[src/rtl/m_pipe_reg.sv]
// rtl/m_pipe_reg.sv - execute-to-memory pipeline register with stall/bubble, illegal-opcode halt and forwarding info
// Optional load/store counters are built when PERF_CNT_EN is defined.

`ifndef ILW
`define ILW  6'h23
`endif
`ifndef ISW
`define ISW  6'h2B
`endif
`ifndef IROP
`define IROP 6'h00
`endif
`ifndef IJ
`define IJ   6'h02
`endif

module m_pipe_reg #(
    parameter logic [5:0] NOP_OP = 6'h3F,
    parameter int         CNT_W  = 16
) (
    input  logic             clk,
    input  logic             rst_n,
    input  logic [5:0]       e_op,
    input  logic [31:0]      e_valE,
    input  logic [31:0]      e_valA,
    input  logic [4:0]       e_dstE,
    input  logic             e_valid,
    input  logic             M_stall,
    input  logic             M_bubble,
    output logic [5:0]       M_op,
    output logic [31:0]      M_valE,
    output logic [31:0]      M_valA,
    output logic [4:0]       M_dstE,
    output logic             M_valid,
    output logic             M_fwd_en,
    output logic [4:0]       M_fwd_dst,
    output logic             M_is_load,
    output logic             halted,
    output logic [CNT_W-1:0] ld_cnt,
    output logic [CNT_W-1:0] st_cnt
);

    typedef enum logic {RUN, HALT} stateT;

    stateT state;
    logic  opLegal;
    logic  takeInput;

    always_comb begin
        opLegal = 1'b0;
        case (e_op)
            `ILW, `ISW, `IROP, `IJ: opLegal = 1'b1;
            default:                opLegal = (e_op == NOP_OP);
        endcase
    end

    // Asserted exactly on edges that capture a real instruction (priority case 5).
    assign takeInput = (state == RUN) && !M_bubble && !M_stall && e_valid && opLegal;

    always_ff @(posedge clk) begin
        if (!rst_n) begin
            state   <= RUN;
            halted  <= 1'b0;
            M_op    <= NOP_OP;
            M_valE  <= '0;
            M_valA  <= '0;
            M_dstE  <= '0;
            M_valid <= 1'b0;
        end else begin
            case (state)
                RUN: begin
                    if (M_bubble) begin
                        M_op    <= NOP_OP;
                        M_dstE  <= '0;
                        M_valid <= 1'b0;
                    end else if (M_stall) begin
                        M_op    <= M_op;
                    end else if (!e_valid) begin
                        M_op    <= NOP_OP;
                        M_dstE  <= '0;
                        M_valid <= 1'b0;
                    end else if (!opLegal) begin
                        M_op    <= NOP_OP;
                        M_dstE  <= '0;
                        M_valid <= 1'b0;
                        halted  <= 1'b1;
                        state   <= HALT;
                    end else begin
                        M_op    <= e_op;
                        M_valE  <= e_valE;
                        M_valA  <= e_valA;
                        M_dstE  <= e_dstE;
                        M_valid <= 1'b1;
                    end
                end
                HALT: begin
                    // Memory sees only bubbles until reset.
                    M_op    <= NOP_OP;
                    M_dstE  <= '0;
                    M_valid <= 1'b0;
                    halted  <= 1'b1;
                end
                default: begin
                    state <= HALT;
                end
            endcase
        end
    end

    assign M_fwd_en  = M_valid && ((M_op == `IROP) || (M_op == `ILW)) && (M_dstE != 5'd0);
    assign M_fwd_dst = M_dstE;
    assign M_is_load = M_valid && (M_op == `ILW);

`ifdef PERF_CNT_EN
    logic [CNT_W-1:0] ldCount;
    logic [CNT_W-1:0] stCount;

    always_ff @(posedge clk) begin
        if (!rst_n) begin
            ldCount <= '0;
            stCount <= '0;
        end else if (takeInput) begin
            if ((e_op == `ILW) && (ldCount != {CNT_W{1'b1}}))
                ldCount <= ldCount + 1'b1;
            if ((e_op == `ISW) && (stCount != {CNT_W{1'b1}}))
                stCount <= stCount + 1'b1;
        end
    end

    assign ld_cnt = ldCount;
    assign st_cnt = stCount;
`else
    logic unusedTake;
    assign unusedTake = takeInput;
    assign ld_cnt = '0;
    assign st_cnt = '0;
`endif

endmodule

[config.mk]
export PLATFORM = sky130hd
export DESIGN_NAME = m_pipe_reg
export DESIGN_NICKNAME = d
export VERILOG_FILES = /design/src/rtl/m_pipe_reg.sv
export SDC_FILE = /design/constraint.sdc
export NUM_CORES = 1
export LEC_CHECK = 0
export CAP_MARGIN = 10
export CORE_MARGIN = 1
export CORE_UTILIZATION = 39
export DETAILED_ROUTE_END_ITERATION = 10
export GPL_TIMING_DRIVEN = 0
export PLACE_DENSITY = 0.81
export SYNTH_ARGS = -nofsm -noshare
export SYNTH_HDL_FRONTEND = slang
export SYNTH_SLANG_ARGS = --single-unit
export TNS_END_PERCENT = 5
[constraint.sdc]
create_clock -name clk -period 2.1 [get_ports clk]
set_input_delay 0.42 -clock clk [delete_from_list [all_inputs] [get_ports clk]]
set_output_delay 0.42 -clock clk [all_outputs]
set_load 0.01 [all_outputs]
Word-level counts from Yosys, hierarchy flattened --
Cells that the tools add are included.
Word-level totals: ROM bits 0, RAM bits 0, bits in latches 0, memories 0, input port bits 80, bits in registers 78
Operators by class: $lt $le $gt $ge 0, reduce and logical (&&, ||, !) cells 10, div/mod/pow operators 0, muxes and demuxes 26, equal/unequal tests 10, shift operators 0, bitwise operators 3, add/sub/neg operators 0, $mul 0
Operators by type and width (count):
- $eq A6 B6 Y1 const B | 4
- $mux W6 | 4
- $mux W5 | 4
- $mux W1 | 14
- $logic_not A6 Y1 | 2
- $pmux W6 S2 | 1
- $pmux W5 S2 | 1
- $ne A2 B2 Y1 const B | 4
- $eq A6 B2 Y1 const B | 1
- $reduce_and A5 Y1 | 1
- $reduce_bool A5 Y1 | 1
- $pmux W1 S2 | 2
- $reduce_and A4 Y1 | 1
- $reduce_or A4 Y1 | 1
- $logic_and A1 B1 Y1 | 3
- $ne A3 B3 Y1 const B | 1
- $not A1 Y1 | 3
- $logic_or A1 B1 Y1 | 1

Depth between registers and ports, before layout --
Gate-level depths: netlist of run 1.
depth after elaboration 8, mapped depth 6, mapped depth without buffers 4

Least setup slack after synthesis of run 1 --
Ideal clock, no wire load.
path kind input to register, from input e_op[3], to register M_valA[0], arrival 1.608 ns, slack 0.421 ns, required time 2.028 ns, stages 6, cells stage by stage or3_1 > and2_4 > o22ai_4 > buf_8 > buf_12 > mux2i_1
Between the ends: longest elaborated chain between the ends 4
RTL lines:
- from (decl) | RTL line 23 | input logic [5:0] e_op,
- $eq A6 B6 Y1 (tied with other cells) | RTL line 51 | case (e_op)
- $reduce_or A4 Y1 | RTL line 51
- $mux W1 * | RTL line 51
- $reduce_and A5 Y1 (no line) *
- to (signal assigned) | RTL line 91 | M_valA <= e_valA;
- to (decl) | RTL line 32 | output logic [31:0] M_valA,
Mark *: on every way between the ends. The rest lies on a longest branch, timed or not. A chain may end at the register's enable or synchronous reset.

Final worst setup path of run 1 --
from register M_dstE[0], to output M_fwd_en
Between the ends: longest elaborated chain between the ends 2
RTL lines:
- from (decl) | RTL line 33 | output logic [4:0] M_dstE,
- from (signal assigned) | RTL line 92 | M_dstE <= e_dstE;
- $reduce_bool A5 Y1 | RTL line 110 | assign M_fwd_en = M_valid && ((M_op == `IROP) || (M_op == `ILW)) && (M_dstE != 5'd0);
- $logic_and A1 B1 Y1 | RTL line 110
- to (decl) | RTL line 35 | output logic M_fwd_en,
No other way between the ends.

==> results.cfg, run 1 <==
[detailed_routing]
drc = 0
drtIter0Drc = 71
wl_per_cell_um = 13.0
vias_per_cell = 4.56
num_vias = 3140
postRouteAntennaNets = 0
first_pass_iters = 4
routed_wl_um = 8940

[cts]
clk_path_buf_depth = 2
clock_latency_ns = 0.34
clk_pin_slew_ns = 0.08
clkSinkCount = 78
htree_num_levels = 3
cts_made_buffers = 9
root_buffer = clkbuf_8
cts_tree = done

[die]
core_um2 = 8680
num_rows = 34
fp.dieArea_um2 = 9340
initial_core_util_pct = 40.2
die_width_um = 96.6
ios = 196
die_y_um = 96.6

[finish]
n_antenna_cell = 0
fin_nets = 656
fill_cells = 717
design_area_um2 = 5590
syn_to_final_growth_pct = 60.1
drive_gt1_share_pct = 12.9

[synth]
ys_seq_area_share_pct = 44.7
syn_area_per_cell_um2 = 9.41
yosysMostFrequentCell = nand2_1
synth.distinct_cells = 30
ys_ff_latch = 78
ys_async_sr_fraction_pct = 0
synth_area_leader_cell = dfxtp_1
netlist.area_leader.share_pct = 44.7
syn_inst = 371
synth_edf_count = 0
yosys-top-cells-count = nand2_1, dfxtp_1, mux2i_1
ys_warn_count = 0
netlist_area_um2 = 3490
synthFlopType = dfxtp_1
synthTopCellsByArea = dfxtp_1, mux2i_1, nand2_1

[setup_path]
r2r_start = state$_SDFF_PN0_
reg2reg_depth = 6
critPathLaunchType = flip-flop
cp-startpoint = M_dstE[0]$_SDFFE_PN0P_
worstPathMaxFanout = 4
arrival_ns = 1.66
endpoint = M_fwd_en
reg2reg_setup_slack_ns = 0.44
endpoint_kind = primary output
required_ns = 1.68
r2r-end = M_valE[18]$_SDFFE_PN0P_
path_class = flip-flop to primary output

[sta]
hold_viol = 0
skew_ns = 0.00738
setup_viol = 0
slew_headroom_pct = 62.1
worst_slack_ns = 0.0177
tns_ns = 0
period_share_pct = 99.2
maxSlewViolCount = 0
fmax_mhz = 480
rsz0062_at_grt = yes
fin_crit_ns = 2.08
tightest_slew_ns = 0.569

[power]
max-vdd-ir-drop_uv = 374
p_per_area_nw_per_um2 = 529
p_leak_uw = 0.00214

[placement]
portBuffers = 163
pre_cts_slack_ns = -0.221
dpl.hpwl_um = 6860
place.gp.congestion = 0.810
placed_area_um2 = 5380

[worst_hold_path]
hold_path.class = flip-flop to flip-flop

[global_route]
grt_pass1_wl_um = 14800
grt_antenna_before_repair = 0
grt_max_degree = 13
grt_usage_pct = 19.2
grt_pass1_vias = 3185
grt_overflow = 0

[run_status]
status = finished, final reports clean

[job]
maxCapViolCount = 0
## layout make-up
type	count	area (µm²)	area share [%]
plain buffers	60	497	8.89
clock buffers	11	141	2.53
clock inverters	4	47.5	0.851
multi-input cells	264	1570	28.1
flip-flops and latches	78	1560	28.0
well taps	108	135	2.42
repair buffers	163	1630	29.2
## metrics by stage
step / utilization, % / std cells / hold slack (ns) / power [µW]
after floorplan: - / 402 / 0.479 / 1700
after global placement: 61.9 / 673 / 0.442 / 1890
after detailed placement: 61.9 / 673 / 0.446 / 1900
after CTS: 64.2 / 688 / 0.461 / 2980
after global routing: 64.4 / 688 / 0.471 / 3090
final: 64.4 / 688 / 0.458 / 2960
## timing repair
item	in CTS	in global routing
setup buffers	0	0
hold buffers	0	0
endpoints found under the setup margin	2	24
endpoints found under the hold margin	0	0
gates resized for setup	9	2
## cells by family (layout without fill, tap and decap cells)
kind of cell | count (synthesis) | in the layout | share of synthesized area [%]
simple gates | 149 | 149 | 17.4
flops | 78 | 78 | 44.7
mux | 64 | 64 | 18.3
buf+inv | 60 | 238 | 14.2
compound gates | 19 | 19 | 5.20
other cells | 1 | 32 | 0.107
## worst min-delay path by stage
stage	cells after the start	end	start
CTS	2	M_valE[27]$_SDFFE_PN0P_	M_valE[27]$_SDFFE_PN0P_
floorplan	2	M_valA[0]$_SDFFE_PN0P_	M_valA[0]$_SDFFE_PN0P_
global placement	2	M_valA[15]$_SDFFE_PN0P_	M_valA[15]$_SDFFE_PN0P_
global route	2	M_valA[25]$_SDFFE_PN0P_	M_valA[25]$_SDFFE_PN0P_
detailed placement	2	M_valE[6]$_SDFFE_PN0P_	M_valE[6]$_SDFFE_PN0P_
finish	2	M_valE[9]$_SDFFE_PN0P_	M_valE[9]$_SDFFE_PN0P_
## where the power goes
| group | leakage [µW] | switching (µW) | internal [µW] |
|---|---|---|---|
| sequential | 0.000629 | 6.26 | 1490 |
| clock | 0.0000952 | 519 | 572 |
| combinational | 0.00142 | 150 | 224 |
| total | 0.00214 | 675 | 2280 |
## cells in the final DEF, fill, tap and decap left out, types with 3 or more instances in the layout
cell type        netlist  layout
clkdlybuf4s50_1        0     161
nand2_1              129     129
dfxtp_1               78      77
mux2i_1               64      64
buf_4                 37      37
conb_1                 1      32
clkbuf_1              14      15
clkbuf_8               0      10
buf_12                 7       7
a32o_2                 5       5
o22a_1                 5       5
nor2_1                 5       4
and3_1                 3       3
nand3_1                3       3
## metal layers
metal / track usage (%) / routed length (µm)
met1: 21.5 / 3730
met2: 33.5 / 4370
met3: 6.79 / 688
met4: 7.12 / 155
met5: 0 / 0
## registers in the layout (all words and copies together) (netlist names)
register	cells
M_op	6
M_valE	32
state	1
M_dstE	5
halted	1
M_valid	1
M_valA	32
## critical path, cell delays in order (launching register included)
cell and delay (ns):
dfxtp_2 0.35, or4_1 0.54, o22ai_2 0.17, nor2_2 0.05, clkdlybuf4s15_2 0.22
Note: power is estimated with default switching activity, not from simulation.
==> run 2: changes to the inputs <==
--- a/config.mk
+++ b/config.mk
@@ -6,7 +6,7 @@
 export NUM_CORES = 1
 export LEC_CHECK = 0
 export CAP_MARGIN = 10
-export CORE_MARGIN = 1
+export CORE_MARGIN = 3
 export CORE_UTILIZATION = 39
 export DETAILED_ROUTE_END_ITERATION = 10
 export GPL_TIMING_DRIVEN = 0
==> run 2 against run 1 <==
- combinational power about the same
- maximum frequency increased by 3.8%
- global-route usage fell by 0.90 points
- power rose by 8.1%
- die area is 8.5% higher
- clock skew grew 0.0035 ns
- worst setup slack better by 0.077 ns
- final cell count fell by 0.44%
- sequential share of layout area shrank 0.14 points
- clock-buffer cell count unchanged
==> results.cfg, run 2 (synthesized netlist as in run 1, its figures left out) <==
[setup_path]
path_class = flip-flop to primary output
endpoint_kind = primary output
critPathLaunchType = flip-flop
arrival_ns = 1.59
worstPathMaxFanout = 3
required_ns = 1.68

[cts]
clk_path_buf_depth = 2
htree_num_levels = 3
clock_latency_ns = 0.33
clk_pin_slew_ns = 0.08
cts_hold_buf = 0
root_buffer = clkbuf_8
clkSinkCount = 78
cts_made_buffers = 9
cts_tree = done

[finish]
finalNonFillerCells = 685
ff_latch_area_um2 = 1570
syn_to_final_growth_pct = 61.3
fill_cells = 696
mostFrequentLayoutCell = clkdlybuf4s50_1
n_antenna_cell = 0
reg.largest.list = M_valA x32, M_valE x32, M_op x6
final_util_pct = 66.5
final_cell_mix = clkdlybuf4s50_1, nand2_1, dfxtp_1
multi_input_area_um2 = 1570
drive_gt1_share_pct = 13.1
fin_nets = 656

[power]
power_uw = 3200
max-vdd-ir-drop_uv = 301
p_leak_uw = 0.00217
p_per_area_nw_per_um2 = 568

[global_route]
grt_pass1_vias = 3173
grt_max_degree = 13
grt_pass1_wl_um = 14900
grt_antenna_before_repair = 0
grt_usage_pct = 18.3
grt_overflow = 0

[die]
fp.dieArea_um2 = 10100
die_width_um = 101
initial_core_util_pct = 41.3
ios = 196
die_y_um = 101
num_rows = 33
core_um2 = 8460

[sta]
maxSlewViolCount = 0
rsz0062_at_grt = no
fmax_mhz = 499
tightest_slew_ns = 0.620
slew_headroom_pct = 58.7
hold_viol = 0
skew_ns = 0.0109
fin_crit_ns = 2.01
setup_viol = 0
tns_ns = 0
period_share_pct = 95.5

[placement]
dpl.hpwl_um = 7360
portBuffers = 163
place.gp.congestion = 0.731
dp_cells = 670

[detailed_routing]
num_vias = 3158
drtIter0Drc = 69
first_pass_iters = 4
drc = 0
routed_wl_um = 9510
vias_per_cell = 4.61
wl_per_cell_um = 13.9
postRouteAntennaNets = 0

[worst_hold_path]
hold_path.class = flip-flop to flip-flop

[job]
maxCapViolCount = 0

[run_status]
status = finished, final reports clean
## run 2: cell types whose count changed in the layout (fill, tap and decap cells not counted)
cell and change:
buf_2 +1, bufinv_16 +2, clkdlybuf4s15_2 -1, clkinv_2 -1, clkinvlp_4 -1, dfxtp_1 -1, dfxtp_4 +1, nor2_1 +1
nor2_2 -1, or4_1 -1, or4_4 +1
## run 2: layer usage
metal | wire length (µm) | GRT usage [%] | vias to the layer above
met2 | 4610 | 30.0 | 123
met1 | 3890 | 22.7 | 1455
met5 | 0 | 0 | -
li1 | - | - | 1567
met3 | 857 | 5.74 | 13
met4 | 144 | 6.42 | 0
## run 2: final timing paths
check	to	start	cells after the start	slack, ns
max	M_is_load	M_op[2]$_SDFFE_PN1P_	3	0.09
min	M_valE[18]$_SDFFE_PN0P_	M_valE[18]$_SDFFE_PN0P_	2	0.46
max reg2reg	M_valE[31]$_SDFFE_PN0P_	state$_SDFF_PN0_	6	0.41
min reg2reg	M_valE[18]$_SDFFE_PN0P_	M_valE[18]$_SDFFE_PN0P_	2	0.46
## run 2: per-stage QoR
step,cell area (µm²),hold WS (ns),setup WS (ns)
after floorplan,3610,0.479,0.421
after global routing,5630,0.487,0.0176
after detailed placement,5370,0.446,-0.234
after global placement,5370,0.442,-0.159
final,5630,0.456,0.0943
after CTS,5620,0.461,0.00581
## run 2: area by class of cell
cell class | count | share of cell area (%)
repair buffers | 163 | 28.9
clock buffers | 11 | 2.51
clock inverters | 4 | 1.69
well taps | 105 | 2.33
flip-flops and latches | 78 | 27.8
plain buffers | 60 | 8.82
multi-input cells | 264 | 27.9
## run 2: where the power goes
group / internal, µW / switching (µW) / total (µW) / leakage (µW)
Combinational: 224 / 150 / 374 / 0.00142
Sequential: 1490 / 6.38 / 1490 / 0.000630
Clock: 815 / 514 / 1330 / 0.000119
## run 2: timing repair
| item | CTS | global route |
|---|---|---|
| buffers inserted | 0 | 0 |
| endpoints found under the setup margin | 2 | 2 |
| gates resized for setup | 9 | 5 |
## run 2: critical path, stage by stage (launching register included)
cell and delay [ns]:
dfxtp_1 0.33, or4b_4 0.55, nor2b_1 0.14, clkdlybuf4s15_2 0.23
==> run 3: changes to the inputs <==
==> constraint.sdc (replaced) <==
create_clock -name clk -period 2.1 [get_ports clk]
set_input_delay 0.315 -clock clk [delete_from_list [all_inputs] [get_ports clk]]
set_output_delay 0.315 -clock clk [all_outputs]
set_load 0.01 [all_outputs]
==> run 3 against run 2 <==
- sequential power about the same
- via count shrank 0.41%
- combinational power is essentially flat
- register-to-register slack worse by 0.03 ns
- critical path type unchanged
==> results.cfg, run 3 (synthesized netlist as in run 1, its figures left out) <==
[finish]
syn_to_final_growth_pct = 60.6
final_util_pct = 66.3
ff_latch_area_um2 = 1560
n_antenna_cell = 0
final_cell_mix = clkdlybuf4s50_1, nand2_1, dfxtp_1
fin_nets = 656
multi_input_area_um2 = 1550
finalNonFillerCells = 685
mostFrequentLayoutCell = clkdlybuf4s50_1
reg.largest.list = M_valA x32, M_valE x32, M_op x6
drive_gt1_share_pct = 12.4
design_area_um2 = 5610
fill_cells = 702

[setup_path]
r2r_start = state$_SDFF_PN0_
arrival_ns = 1.61
path_class = flip-flop to primary output
critPathLaunchType = flip-flop
worstPathMaxFanout = 3
endpoint_kind = primary output
cp-startpoint = M_op[2]$_SDFFE_PN1P_
required_ns = 1.78

[die]
die_width_um = 101
die_y_um = 101
num_rows = 33
fp.dieArea_um2 = 10100
initial_core_util_pct = 41.3
core_um2 = 8460
ios = 196

[detailed_routing]
routed_wl_um = 9480
postRouteAntennaNets = 0
first_pass_iters = 4
num_vias = 3145
drc = 0
vias_per_cell = 4.59
drtIter0Drc = 61
wl_per_cell_um = 13.8

[cts]
post-cts-setup-buffers = 0
cts_hold_buf = 0
clk_path_buf_depth = 2
root_buffer = clkbuf_8
cts_tree = done
htree_num_levels = 3
cts_made_buffers = 9
clk_pin_slew_ns = 0.08
clock_latency_ns = 0.33
clkSinkCount = 78

[power]
max-vdd-ir-drop_uv = 301
p_leak_uw = 0.00216
p_per_area_nw_per_um2 = 569
power_uw = 3190

[global_route]
grt_usage_pct = 18.3
grt_pass1_vias = 3167
grt_antenna_before_repair = 0
grt_overflow = 0
grt_pass1_wl_um = 14900
grt_max_degree = 13

[worst_hold_path]
holdCritStartpoint = M_valE[18]$_SDFFE_PN0P_
hold_path.class = flip-flop to flip-flop

[placement]
place.gp.congestion = 0.731
portBuffers = 163
placed_area_um2 = 5370
dpl.hpwl_um = 7360
dp_cells = 670

[sta]
hold_viol = 0
skew_ns = 0.0114
rsz0062_at_grt = no
period_share_pct = 91.5
maxSlewViolCount = 0
setup_viol = 0
fmax_mhz = 520
slew_headroom_pct = 58.6
fin_crit_ns = 1.92
tightest_slew_ns = 0.622
tns_ns = 0

[job]
maxCapViolCount = 0

[run_status]
status = finished, final reports clean
==> run 3: power breakdown <==
part / leakage (µW) / internal (µW) / switching (µW)
sequential: 0.000629 / 1490 / 5.92
combinational: 0.00141 / 223 / 149
clock: 0.000119 / 815 / 511
==> run 3: what timing repair did <==
action,CTS,global route
gates resized for setup,4,3
pin swaps,0,0
endpoints found under the setup margin,2,2
==> run 3: per-layer routing <==
metal | track usage (%) | part of all wire [%]
met5 | 0 | 0
met4 | 6.42 | 1.4
met3 | 5.74 | 9.2
met2 | 29.9 | 48
met1 | 22.6 | 41
==> run 3: cell type report <==
cell class	count	area share (%)
multi-input combinational	264	27.7
clock buffer	11	2.52
sequential	78	27.8
clock inverter	4	1.70
timing repair buffer	163	29.0
tap	105	2.34
buffer	60	8.86
==> run 3: stage by stage <==
step                hold slack [ns]  setup slack [ns]
global route                  0.487            0.0909
detailed placement            0.446            -0.129
CTS                           0.461          0.000618
finish                        0.456             0.179
floorplan                     0.434             0.526
global placement              0.442           -0.0540
==> run 3: path summary, 6_finish.rpt <==
path	endpoint	slack, ns	cells past startpoint
worst min register to register	M_valE[18]$_SDFFE_PN0P_	0.46	2
worst max register to register	M_valE[31]$_SDFFE_PN0P_	0.38	6
worst min-delay path	M_valE[18]$_SDFFE_PN0P_	0.46	2
worst max-delay path	M_is_load	0.18	3
==> run 3: worst max-delay path, cell delays in order (launching register included) <==
cell and delay [ns]:
dfxtp_1 0.33, or4b_4 0.55, nor2b_1 0.15, clkdlybuf4s15_2 0.24
